$ cat config.mk
export PLATFORM = sky130hd
export DESIGN_NAME = pipe_test_seq_flat
export DESIGN_NICKNAME = d
export VERILOG_FILES = /design/src/rtl/pipe_test_seq_if.sv /design/src/rtl/pipe_test_seq.sv /design/src/flat_wrapper.sv
export SDC_FILE = /design/constraint.sdc
export NUM_CORES = 1
export LEC_CHECK = 0
export ABC_AREA = 1
export CORE_MARGIN = 4
export CORE_UTILIZATION = 40
export CTS_CLUSTER_SIZE = 14
export DETAILED_ROUTE_END_ITERATION = 6
export GPL_TIMING_DRIVEN = 1
export PLACE_DENSITY = 0.7
export SLEW_MARGIN = 20
export SYNTH_ARGS = -nofsm -noshare
export SYNTH_HDL_FRONTEND = slang
export SYNTH_SLANG_ARGS = --single-unit
$ cat constraint.sdc
create_clock -name sys_clk -period 2.9 [get_ports sys_clk]
set_clock_uncertainty 0.2 [all_clocks]
set_input_delay 0.29 -clock sys_clk [delete_from_list [all_inputs] [get_ports sys_clk]]
set_output_delay 0.29 -clock sys_clk [all_outputs]
set_load 0.02 [all_outputs]
$ cat src/rtl/pipe_test_seq_if.sv
// FIFO-side bundle for the test sequencer: F2P write port and P2F read port.
// The sequencer uses the master modport; the FIFOs (or a model) use slave.
interface pipe_test_seq_if #(
  parameter int unsigned DATA_W = 128
) ();
  logic              f2p_full;
  logic              f2p_wr_en;
  logic [DATA_W-1:0] f2p_din;
  logic              p2f_empty;
  logic              p2f_rd_en;
  logic [DATA_W-1:0] p2f_dout;
  logic              p2f_valid;

  modport master (
    input  f2p_full,
    output f2p_wr_en,
    output f2p_din,
    input  p2f_empty,
    output p2f_rd_en,
    input  p2f_dout,
    input  p2f_valid
  );

  modport slave (
    output f2p_full,
    input  f2p_wr_en,
    input  f2p_din,
    output p2f_empty,
    input  p2f_rd_en,
    output p2f_dout,
    output p2f_valid
  );
endinterface

$ cat src/rtl/pipe_test_seq.sv
// Test traffic sequencer: writes a counting pattern into the F2P FIFO and checks
// that the same counting pattern comes back out of the P2F FIFO.
module pipe_test_seq #(
  parameter int unsigned DATA_W = 128,
  parameter int unsigned CNT_W  = 32
) (
  input  logic             sys_clk,
  input  logic             rst,
  input  logic             start,
  input  logic             tx_en,
  input  logic             rx_en,
  input  logic [CNT_W-1:0] word_count,
  pipe_test_seq_if.master  fifo,
  output logic             busy,
  output logic             done,
  output logic [CNT_W-1:0] tx_count,
  output logic [CNT_W-1:0] rx_count,
  output logic [CNT_W-1:0] err_count,
  output logic [CNT_W-1:0] cycle_count
);

  typedef enum logic [1:0] {StIdle, StRun, StDone} state_e;

  localparam logic [CNT_W-1:0]  CntOne  = CNT_W'(1);
  localparam logic [DATA_W-1:0] DataOne = DATA_W'(1);

  state_e            state_q, state_d;
  logic              start_acc;
  logic              tx_en_q, rx_en_q;
  logic [CNT_W-1:0]  wc_q;
  logic [CNT_W-1:0]  tx_count_q, rx_count_q, err_count_q, cycle_count_q, rd_issued_q;
  logic [DATA_W-1:0] din_q, exp_q;
  logic              run, tx_side_done, rx_side_done;
  logic              wr_en, rd_en, rx_take;

  assign run          = (state_q == StRun);
  assign tx_side_done = !tx_en_q || (tx_count_q == wc_q);
  assign rx_side_done = !rx_en_q || (rx_count_q == wc_q);

  assign wr_en   = run && tx_en_q && !fifo.f2p_full && (tx_count_q < wc_q);
  assign rd_en   = run && rx_en_q && !fifo.p2f_empty && (rd_issued_q < wc_q);
  // Reads are bounded by word_count, so a stray valid past that is never counted.
  assign rx_take = run && fifo.p2f_valid && (rx_count_q < wc_q);

  always_comb begin
    state_d   = state_q;
    start_acc = 1'b0;
    unique case (state_q)
      StIdle, StDone: begin
        if (start) begin
          state_d   = StRun;
          start_acc = 1'b1;
        end
      end
      StRun: begin
        if (tx_side_done && rx_side_done) state_d = StDone;
      end
      default: state_d = StIdle;
    endcase
  end

  always_ff @(posedge sys_clk) begin
    if (rst) state_q <= StIdle;
    else     state_q <= state_d;
  end

  always_ff @(posedge sys_clk) begin
    if (rst) begin
      tx_en_q       <= 1'b0;
      rx_en_q       <= 1'b0;
      wc_q          <= '0;
      tx_count_q    <= '0;
      rx_count_q    <= '0;
      err_count_q   <= '0;
      cycle_count_q <= '0;
      rd_issued_q   <= '0;
      din_q         <= '0;
      exp_q         <= '0;
    end else if (start_acc) begin
      tx_en_q       <= tx_en;
      rx_en_q       <= rx_en;
      wc_q          <= word_count;
      tx_count_q    <= '0;
      rx_count_q    <= '0;
      err_count_q   <= '0;
      cycle_count_q <= '0;
      rd_issued_q   <= '0;
      din_q         <= '0;
      exp_q         <= '0;
    end else if (run) begin
      if (cycle_count_q != '1) cycle_count_q <= cycle_count_q + CntOne;
      if (wr_en) begin
        tx_count_q <= tx_count_q + CntOne;
        din_q      <= din_q + DataOne;
      end
      if (rd_en) rd_issued_q <= rd_issued_q + CntOne;
      if (rx_take) begin
        rx_count_q <= rx_count_q + CntOne;
        // Expected value advances even on a bad word so one glitch costs one error.
        exp_q      <= exp_q + DataOne;
        if ((fifo.p2f_dout != exp_q) && (err_count_q != '1)) begin
          err_count_q <= err_count_q + CntOne;
        end
      end
    end
  end

  assign fifo.f2p_wr_en = wr_en;
  assign fifo.f2p_din   = din_q;
  assign fifo.p2f_rd_en = rd_en;
  assign busy           = run;
  assign done           = (state_q == StDone);
  assign tx_count       = tx_count_q;
  assign rx_count       = rx_count_q;
  assign err_count      = err_count_q;
  assign cycle_count    = cycle_count_q;

endmodule

$ cat src/flat_wrapper.sv
// flat-port wrapper written by rule: the top's interface ports become plain ports
module pipe_test_seq_flat 
#(
  parameter int unsigned DATA_W = 128,
  parameter int unsigned CNT_W  = 32
)
  (sys_clk, rst, start, tx_en, rx_en, word_count, busy, done, tx_count, rx_count, err_count, cycle_count, fifo_f2p_full, fifo_f2p_wr_en, fifo_f2p_din, fifo_p2f_empty, fifo_p2f_rd_en, fifo_p2f_dout, fifo_p2f_valid);
  pipe_test_seq_if #(.DATA_W(DATA_W)) fifo_i ();
  input  logic sys_clk;
  input  logic rst;
  input  logic start;
  input  logic tx_en;
  input  logic rx_en;
  input  logic [CNT_W-1:0] word_count;
  output logic busy;
  output logic done;
  output logic [CNT_W-1:0] tx_count;
  output logic [CNT_W-1:0] rx_count;
  output logic [CNT_W-1:0] err_count;
  output logic [CNT_W-1:0] cycle_count;
  input wire logic [$bits(fifo_i.f2p_full)-1:0] fifo_f2p_full;
  output wire logic [$bits(fifo_i.f2p_wr_en)-1:0] fifo_f2p_wr_en;
  output wire logic [$bits(fifo_i.f2p_din)-1:0] fifo_f2p_din;
  input wire logic [$bits(fifo_i.p2f_empty)-1:0] fifo_p2f_empty;
  output wire logic [$bits(fifo_i.p2f_rd_en)-1:0] fifo_p2f_rd_en;
  input wire logic [$bits(fifo_i.p2f_dout)-1:0] fifo_p2f_dout;
  input wire logic [$bits(fifo_i.p2f_valid)-1:0] fifo_p2f_valid;
  assign fifo_i.f2p_full = fifo_f2p_full;
  assign fifo_f2p_wr_en = fifo_i.f2p_wr_en;
  assign fifo_f2p_din = fifo_i.f2p_din;
  assign fifo_i.p2f_empty = fifo_p2f_empty;
  assign fifo_p2f_rd_en = fifo_i.p2f_rd_en;
  assign fifo_i.p2f_dout = fifo_p2f_dout;
  assign fifo_i.p2f_valid = fifo_p2f_valid;
  pipe_test_seq #(.DATA_W(DATA_W), .CNT_W(CNT_W)) u_core (.sys_clk(sys_clk), .rst(rst), .start(start), .tx_en(tx_en), .rx_en(rx_en), .word_count(word_count), .fifo(fifo_i), .busy(busy), .done(done), .tx_count(tx_count), .rx_count(rx_count), .err_count(err_count), .cycle_count(cycle_count));
endmodule
After elaboration in Yosys (flattened, before gate mapping)
Index checks and enable logic that the tools add are counted.

storage, ports and cells
  input bits = 168
  output and inout bits = 260
  register bits = 452

cells by class
  muxes and demuxes = 5
  add/sub/neg operators = 7
  reductions and logical operators = 25
  magnitude comparators = 3
  equality and inequality tests = 9

operators by type and width
  kind                                                  count
  adder 128 x 1 -> 128 bit (second input constant)      2
  adder 32 x 1 -> 32 bit (second input constant)        5
  != test 128 bit                                       1
  less-than comparator 32 bit                           3
  equality test 32 bit                                  2
  != test 32 bit (second input constant)                2
  logical AND 1 bit                                     10
  AND reduction 2 bit                                   5
  zero test 1 bit                                       4
  two-way mux 2 bit                                     2
  != test 2 bit (second input constant)                 2
  case mux 2 bit (2 select lines)                       1
  OR reduction 2 bit                                    2
  AND reduction 3 bit                                   1
  equality test 2 x 1 -> 1 bit (second input constant)  1
  equality test 2 bit (second input constant)           1
  zero test 2 bit                                       1
  logical OR 1 bit                                      2
  two-way mux 1 bit                                     2

Logic depth before layout (Yosys ltp)
Gate-level depths: netlist of the first run.

  depth in word-level cells = 5
  mapped depth = 18

Least setup slack after synthesis of the first run
OpenSTA, ideal clock, no wires.

  path type = register to register
  start point = register u_core.rx_count_q[25] (netlist: u_core.rx_count[25])
  end point = register u_core.exp_q[43]
  stages on the path, launching flop included = 14
  library setup time = 116 ps
  arrival time = 2061 ps
  path buffers = 2
  path slack = 523 ps
  cell sequence = dfxtp_1 ha_1 nand2_1 inv_1 o21ai_0 a21oi_1 nor2_1 nand2_1 a21oi_2 buf_4 buf_2 nand3_1 o21ai_0 nor2_1

between the ends
  longest elaborated chain between the ends = 3

RTL lines
  element                               line                  RTL
  from (decl)                           pipe_test_seq.sv:31   logic [CNT_W-1:0] tx_count_q, rx_count_q, err_count_q, cycle_count_q, rd_issued_q;
  from (signal assigned)                pipe_test_seq.sv:98   rx_count_q <= rx_count_q + CntOne;
  less-than comparator 32 bit           pipe_test_seq.sv:43   assign rx_take = run && fifo.p2f_valid && (rx_count_q < wc_q);
  logical AND 1 bit                     pipe_test_seq.sv:43
  AND reduction 2 bit (no source line)  n/a
  to (signal assigned)                  pipe_test_seq.sv:100  exp_q <= exp_q + DataOne;
  to (decl)                             pipe_test_seq.sv:32   logic [DATA_W-1:0] din_q, exp_q;

Every way passes these cells.
A chain may end at the register's enable or synchronous reset.

Worst setup path after layout of the first run
  start point = register u_core.wc_q[3]
  end point = output fifo_f2p_wr_en

between the ends
  longest elaborated chain between the ends = 2

RTL lines
  element                      line                 RTL
  from (decl)                  pipe_test_seq.sv:30  logic [CNT_W-1:0] wc_q;
  from (signal assigned)       pipe_test_seq.sv:82  wc_q <= word_count;
  less-than comparator 32 bit  pipe_test_seq.sv:40  assign wr_en = run && tx_en_q && !fifo.f2p_full && (tx_count_q < wc_q);
  logical AND 1 bit            pipe_test_seq.sv:40
  to (decl)                    flat_wrapper.sv:22   output wire logic [$bits(fifo_i.f2p_wr_en)-1:0] fifo_f2p_wr_en;

Every way passes these cells.

==> reports/results.ini, run 1 <==
[route]
vias=35927
vias_per_cell=5.300
antenna_left=0
drcViolationCount=0
wl_per_cell_um=20.20
firstDrtPassIters=6
wl_mm=136.9
initialDrtViolationCount=3287

[logic_synthesis]
yosysWarnings=0
synth_cell_type_count=44
yosysTopAreaCell=dfxtp_1
ys_top_cells_by_area=dfxtp_1, nand2_1, nor2_1, a21oi_1, xor2_1
synth-seq-cells=452
async_flop_share=0
synthXorXnorAreaFrac=0.1111
synthSimpleGateAreaFrac=0.3984
netlist_area_um2=32010
synth_top_family_by_area=simple AND/OR/NAND/NOR gates
ys.flop_type=dfxtp_1
synth_fa_ha_area_frac=0.03987
ys_seq_area_frac=0.2827
synth_mux_area_frac=0
syn-num-nets=5419
synth_top_cell_area_share=0.2827
synth_edf_count=0
synth_compound_area_frac=0.09076
synth_cells=5149
synth_area_per_cell_um2=6.217

[floorplanning]
start_util=0.4046
io_pins=428
fp-row-count=103
core_area_um2=79130
die_x_um=290.9
dieArea_um2=84620
die_h_um=290.9

[clock_tree]
cts_sinks=452
ctsLongestPathBuffers=3
clock_latency_ns=0.62
htree_levels=2
cts_tree=done
cts.clk_slew.worst_paths_ns=0.06
cts_inserted_buffers=54
cts-root-buf=clkbuf_16

[global_routing]
grt_antenna_before_repair=1
grt_pass1_vias=33899
overflow=0
track_usage=0.3083
grt_max_degree=94
grt_pass1_wl_mm=205.0

[critical_path]
r2r_cells=10
worstReg2RegEnd=u_core.fifo.f2p_din[56]
crit_required_ns=2.41
critPathMaxFanout=4
crit_path_start_kind=register
endpoint_kind=output pin
reg2reg_slack_ns=0.15
crit_start=u_core.wc_q[3]
critPathArrivalTime_ns=2.35
r2r-start=u_core.fifo.f2p_din[15]
critPathKind=register to output pin

[timing]
maxSlewHeadroom=0.6024
setup_violations=0
fin_crit_sh=0.9792
hold_slack_ns=0.05996
slew_violations=0
layout_min_cycle_time_ns=2.840
rsz0062_at_grt=true
worst_slew_pin_slew_ns=0.5942
hold_viol_final=0
setup_ws_ns=0.06026
fmax_mhz=352.1

[finish]
seq_area_um2=9049
multiInputGateArea_um2=20570
final_common_cell=nand2_1
area_growth_pct=27.47
fill_cells=8203
diodes=0
final_nets=5955
final_cell_mix=nand2_1, nor2_1, dfxtp_1
layout-drive-gt1-share=0.07069

[worst_hold_path]
whs_path_depth=3
min_from=tx_en
min_to=u_core.tx_en_q
hold_path.class=primary input to register

[status]
status=finished, final reports clean

[placed_design]
pre_cts_slack_ns=-0.002240
gp_congestion=1.026
dp_hpwl_mm=110.4
io_buffers=427

[flow_run]
maxCapViolations=0

[power_and_ir_drop]
p_per_area_nw_per_um2=365.3
power_leakage_nw=14.07
irDropWorstVdd_v=0.0005072

## layout make-up
cell class / instances / area share
multi-input cells: 4075 / 0.5040
flip-flops and latches: 452 / 0.2218
repair buffers: 658 / 0.1536
inverters: 444 / 0.04103
clock buffers: 79 / 0.03962
well taps: 1050 / 0.03220
clock inverters: 21 / 0.007758
## what timing repair did
item,4_1_cts,5_1_grt
hold buffers,0,0
endpoints found under the hold margin,0,0
buffers inserted,1,1
gates resized for setup,14,10
endpoints found under the setup margin,2,23
pin swaps,3,2
## how the worst max path moves through the flow
stage	endpoint	slack, ns	depth (start not counted)
finish	fifo_f2p_wr_en	0.06	8
global route	fifo_f2p_wr_en	-0.1	9
CTS	fifo_f2p_wr_en	-0.01	8
detailed placement	u_core.err_count[10]	-0.002	12
global placement	u_core.err_count[11]	0.008	12
floorplan	u_core.exp_q[43]	0.52	13
## power by group
part	internal (W)	leakage [nW]	switching (W)
registers	0.00625	3.65	0.0000185
logic	0.000504	9.47	0.000656
clock network	0.00456	0.949	0.00292
total	0.0113	14.1	0.00359
## through the flow
stage	TNS [ns]	utilization	power, W	cells	cell area (µm²)
4_1_cts	-0.01402	0.5152	0.01498	6778	40770
6_report	0	0.5157	0.01490	6779	40800
3_5_place_dp	-0.002240	0.4906	0.007551	6677	38820
2_1_floorplan	0	-	0.007004	5149	32010
3_3_place_gp	0	0.4906	0.007537	6677	38820
5_1_grt	-0.1138	0.5157	0.01535	6779	40800
## Yosys cell counts, drive strengths merged (70+ instances only)
cell,number
xnor2,181
nand3,218
ha,102
nor2,687
a21oi,414
buf,70
o21ai,85
nand4,130
clkbuf,108
xor2,225
nand2,1630
inv,444
dfxtp,452
nor3,276
## worst max-delay path, cell delays in order (launching register included)
cell	delay [ns]
dfxtp_1	0.30
inv_1	0.09
ha_1	0.33
a21oi_1	0.17
a21oi_1	0.09
o21bai_1	0.17
nand3_2	0.16
a21oi_4	0.26
buf_6	0.15
## cells by family (layout without fill, tap and decap cells)
family | count (synthesis) | count (layout)
AOI/OAI and AO/OA | 553 | 553
DFF | 452 | 452
and+or+nand+nor | 3014 | 3014
buffers and inverters | 622 | 1202
xor gates and xnor gates | 406 | 406
adders and majority gates | 102 | 102
## flip-flops by register name, summed over array words and instances, names as in the netlist
name                 count
u_core.exp_q           128
u_core.rx_count         32
u_core.wc_q             32
u_core.state_q           2
u_core.err_count        32
u_core.tx_count         32
u_core.cycle_count      32
u_core.tx_en_q           1
u_core.fifo.f2p_din    128
u_core.rx_en_q           1
u_core.rd_issued_q      32
## routing by layer
| metal | track usage | wire length [µm] | vias up |
|---|---|---|---|
| met1 | 0.4053 | 58460 | 16585 |
| met2 | 0.5007 | 61710 | 1400 |
| li1 | - | - | 17676 |
| met4 | 0.1351 | 6997 | 0 |
| met3 | 0.04898 | 9747 | 266 |
| met5 | 0 | 0 | - |
Power figures use the tool's default switching activity.
==> run 2: changes to the inputs <==
CORE_UTILIZATION = 41   (was 40)
PLACE_DENSITY = 0.71   (was 0.7)
==> run 2 against run 1 <==
Effect of this change:
- critical endpoint unchanged
- utilization grew 2.0 points
- design area up 1.6%
- largest cell class unchanged
- global-route usage up 1.6 points
- clock power shrank 0.7%
- sequential power hardly changed
- via count rose by 2.3%
- sequential cell count stayed put
==> reports/results.ini, run 2 (same netlist as run 1, synthesis figures left out) <==
[power_and_ir_drop]
power_w=0.01490  ; about the same
irDropWorstVdd_v=0.0004447  ; -12%
p_per_area_nw_per_um2=359.3  ; -1.6%
power_leakage_nw=14.49  ; +3.0%

[clock_tree]
cts_inserted_buffers=57  ; +5.6%
cts_tree=done
ctsLongestPathBuffers=3  ; unchanged
cts_sinks=452  ; unchanged
cts-root-buf=clkbuf_16
clock_latency_ns=0.63  ; about the same
cts.clk_slew.worst_paths_ns=0.06  ; about the same
htree_levels=2  ; unchanged

[route]
drcViolationCount=0  ; unchanged
wl_per_cell_um=20.65  ; +2.2%
vias=36747  ; +2.3%
wl_mm=141.3  ; +3.2%
antenna_left=0  ; unchanged
initialDrtViolationCount=3318  ; +0.94%
vias_per_cell=5.369  ; +1.3%
firstDrtPassIters=6  ; unchanged

[critical_path]
critPathMaxFanout=3  ; -1
r2r-start=u_core.wc_q[21]
critPathArrivalTime_ns=2.35  ; about the same
endpoint_kind=output pin
reg2reg_slack_ns=0.15  ; about the same
worstReg2RegEnd=u_core.exp_q[30]
crit_required_ns=2.41  ; about the same
critPathKind=register to output pin
crit_path_start_kind=register
r2r_cells=15  ; +5

[flow_run]
maxCapViolations=0  ; unchanged

[worst_hold_path]
whs_path_depth=3  ; unchanged
hold_path.class=primary input to register
min_from=tx_en
min_to=u_core.tx_en_q

[floorplanning]
start_util=0.4132  ; +0.008677
io_pins=428  ; unchanged
fp-row-count=102  ; -0.97%
die_x_um=287.4  ; -1.2%
die_h_um=287.4  ; -1.2%
dieArea_um2=82610  ; -2.4%
core_area_um2=77470  ; -2.1%

[global_routing]
grtUsageMet1=0.4238  ; +0.01846
grtUsageMet2=0.5391  ; +0.03837
grt_pass1_wl_mm=208.1  ; +1.5%
met3_usage=0.04933  ; +0.0003445
grt_antenna_before_repair=1  ; unchanged
overflow=0  ; unchanged
grt_busiest_layer=met2
track_usage=0.3245  ; +0.01618
grt_pass1_vias=34750  ; +2.5%
grt_max_degree=89  ; -5.3%

[placed_design]
pre_cts_slack_ns=0.01974  ; +0.02197 ns
gp_congestion=1.046  ; +2.0%
placed_cells=6721  ; +0.66%
io_buffers=427  ; unchanged
dp_hpwl_mm=112.2  ; +1.6%

[finish]
multiInputGateArea_um2=20640  ; +0.34%
utilization=0.5352  ; +0.01952
finalNonFillerCells=6844  ; +0.96%
final_common_cell=nand2_1
seq_area_um2=9050  ; about the same
final_nets=6027  ; +1.2%
layout-drive-gt1-share=0.08461  ; +0.01392
area_growth_pct=29.51
fill_cells=7974  ; -2.8%
final_cell_mix=nand2_1, nor2_1, dfxtp_1

[timing]
fmax_mhz=352.7  ; +0.17%
maxSlewHeadroom=0.4530  ; -0.1494
rsz0062_at_grt=true
slew_violations=0  ; unchanged
setup_ws_ns=0.06499  ; +0.004736 ns
hold_viol_final=0  ; unchanged
worst_slew_pin_slew_ns=0.8205  ; +0.2263 ns
hold_slack_ns=0.04162  ; -0.01834 ns
setup_violations=0  ; unchanged
layout_min_cycle_time_ns=2.835  ; -0.004736 ns
fin_crit_sh=0.9776  ; -0.001633

[status]
status=finished, final reports clean

[run 2: stage by stage]
| step | area (µm²) | TNS (ns) |
|---|---|---|
| CTS | 41150 | -0.02777 |
| finish | 41460 | 0 |
| global placement | 39210 | -0.01956 |
| global route | 41460 | -0.06798 |
| detailed placement | 39210 | 0 |
| floorplan | 32010 | 0 |
[run 2: area by class of cell]
cell class,count,share of cell area
inverters,444,0.04038
multi-input cells,4076,0.4977
flip-flops and latches,452,0.2183
clock buffers,82,0.04059
well taps,1040,0.03139
repair buffers,726,0.1659
clock inverters,23,0.005674
diodes,1,0.00006036
[run 2: report_power, final]
part           switching [W]  leakage (nW)  internal [W]
Sequential         0.0000199          3.65       0.00625
Clock                0.00305         0.951       0.00437
Combinational       0.000672          9.89      0.000526
Total                0.00375          14.5        0.0111
[run 2: worst max-delay path by stage]
stage | start | end | slack [ns] | depth (start not counted)
6_report | u_core.tx_count[3] | fifo_f2p_wr_en | 0.06 | 7
5_1_grt | u_core.wc_q[13] | fifo_f2p_wr_en | -0.05 | 8
4_1_cts | u_core.wc_q[25] | fifo_f2p_wr_en | -0.03 | 9
3_5_place_dp | u_core.wc_q[29] | u_core.exp_q[4] | 0.02 | 13
3_3_place_gp | fifo_f2p_full | fifo_f2p_wr_en | -0.02 | 7
2_1_floorplan | u_core.rx_count[25] | u_core.exp_q[43] | 0.52 | 13
[run 2: metal layers]
metal	part of all wire	vias to the layer above
met5	0	-
met4	0.044	0
met3	0.080	257
met2	0.46	1576
met1	0.42	17052
li1	-	17862
[run 2: worst max-delay path, cell delays in order, from the launching register on]
cell,delay [ns]
dfxtp_1,0.47
ha_4,0.26
a21oi_1,0.13
a21oi_1,0.08
o21bai_1,0.20
nand3_2,0.17
a21oi_4,0.24
buf_6,0.15
[run 2: what timing repair did]
item                       in CTS  in global routing
setup buffers                   1                 11
pin swaps                       1                 12
hold buffers                    0                  0
cloned                          1                  4
setup endpoints to repair       5                287
gates resized for setup        13                 30
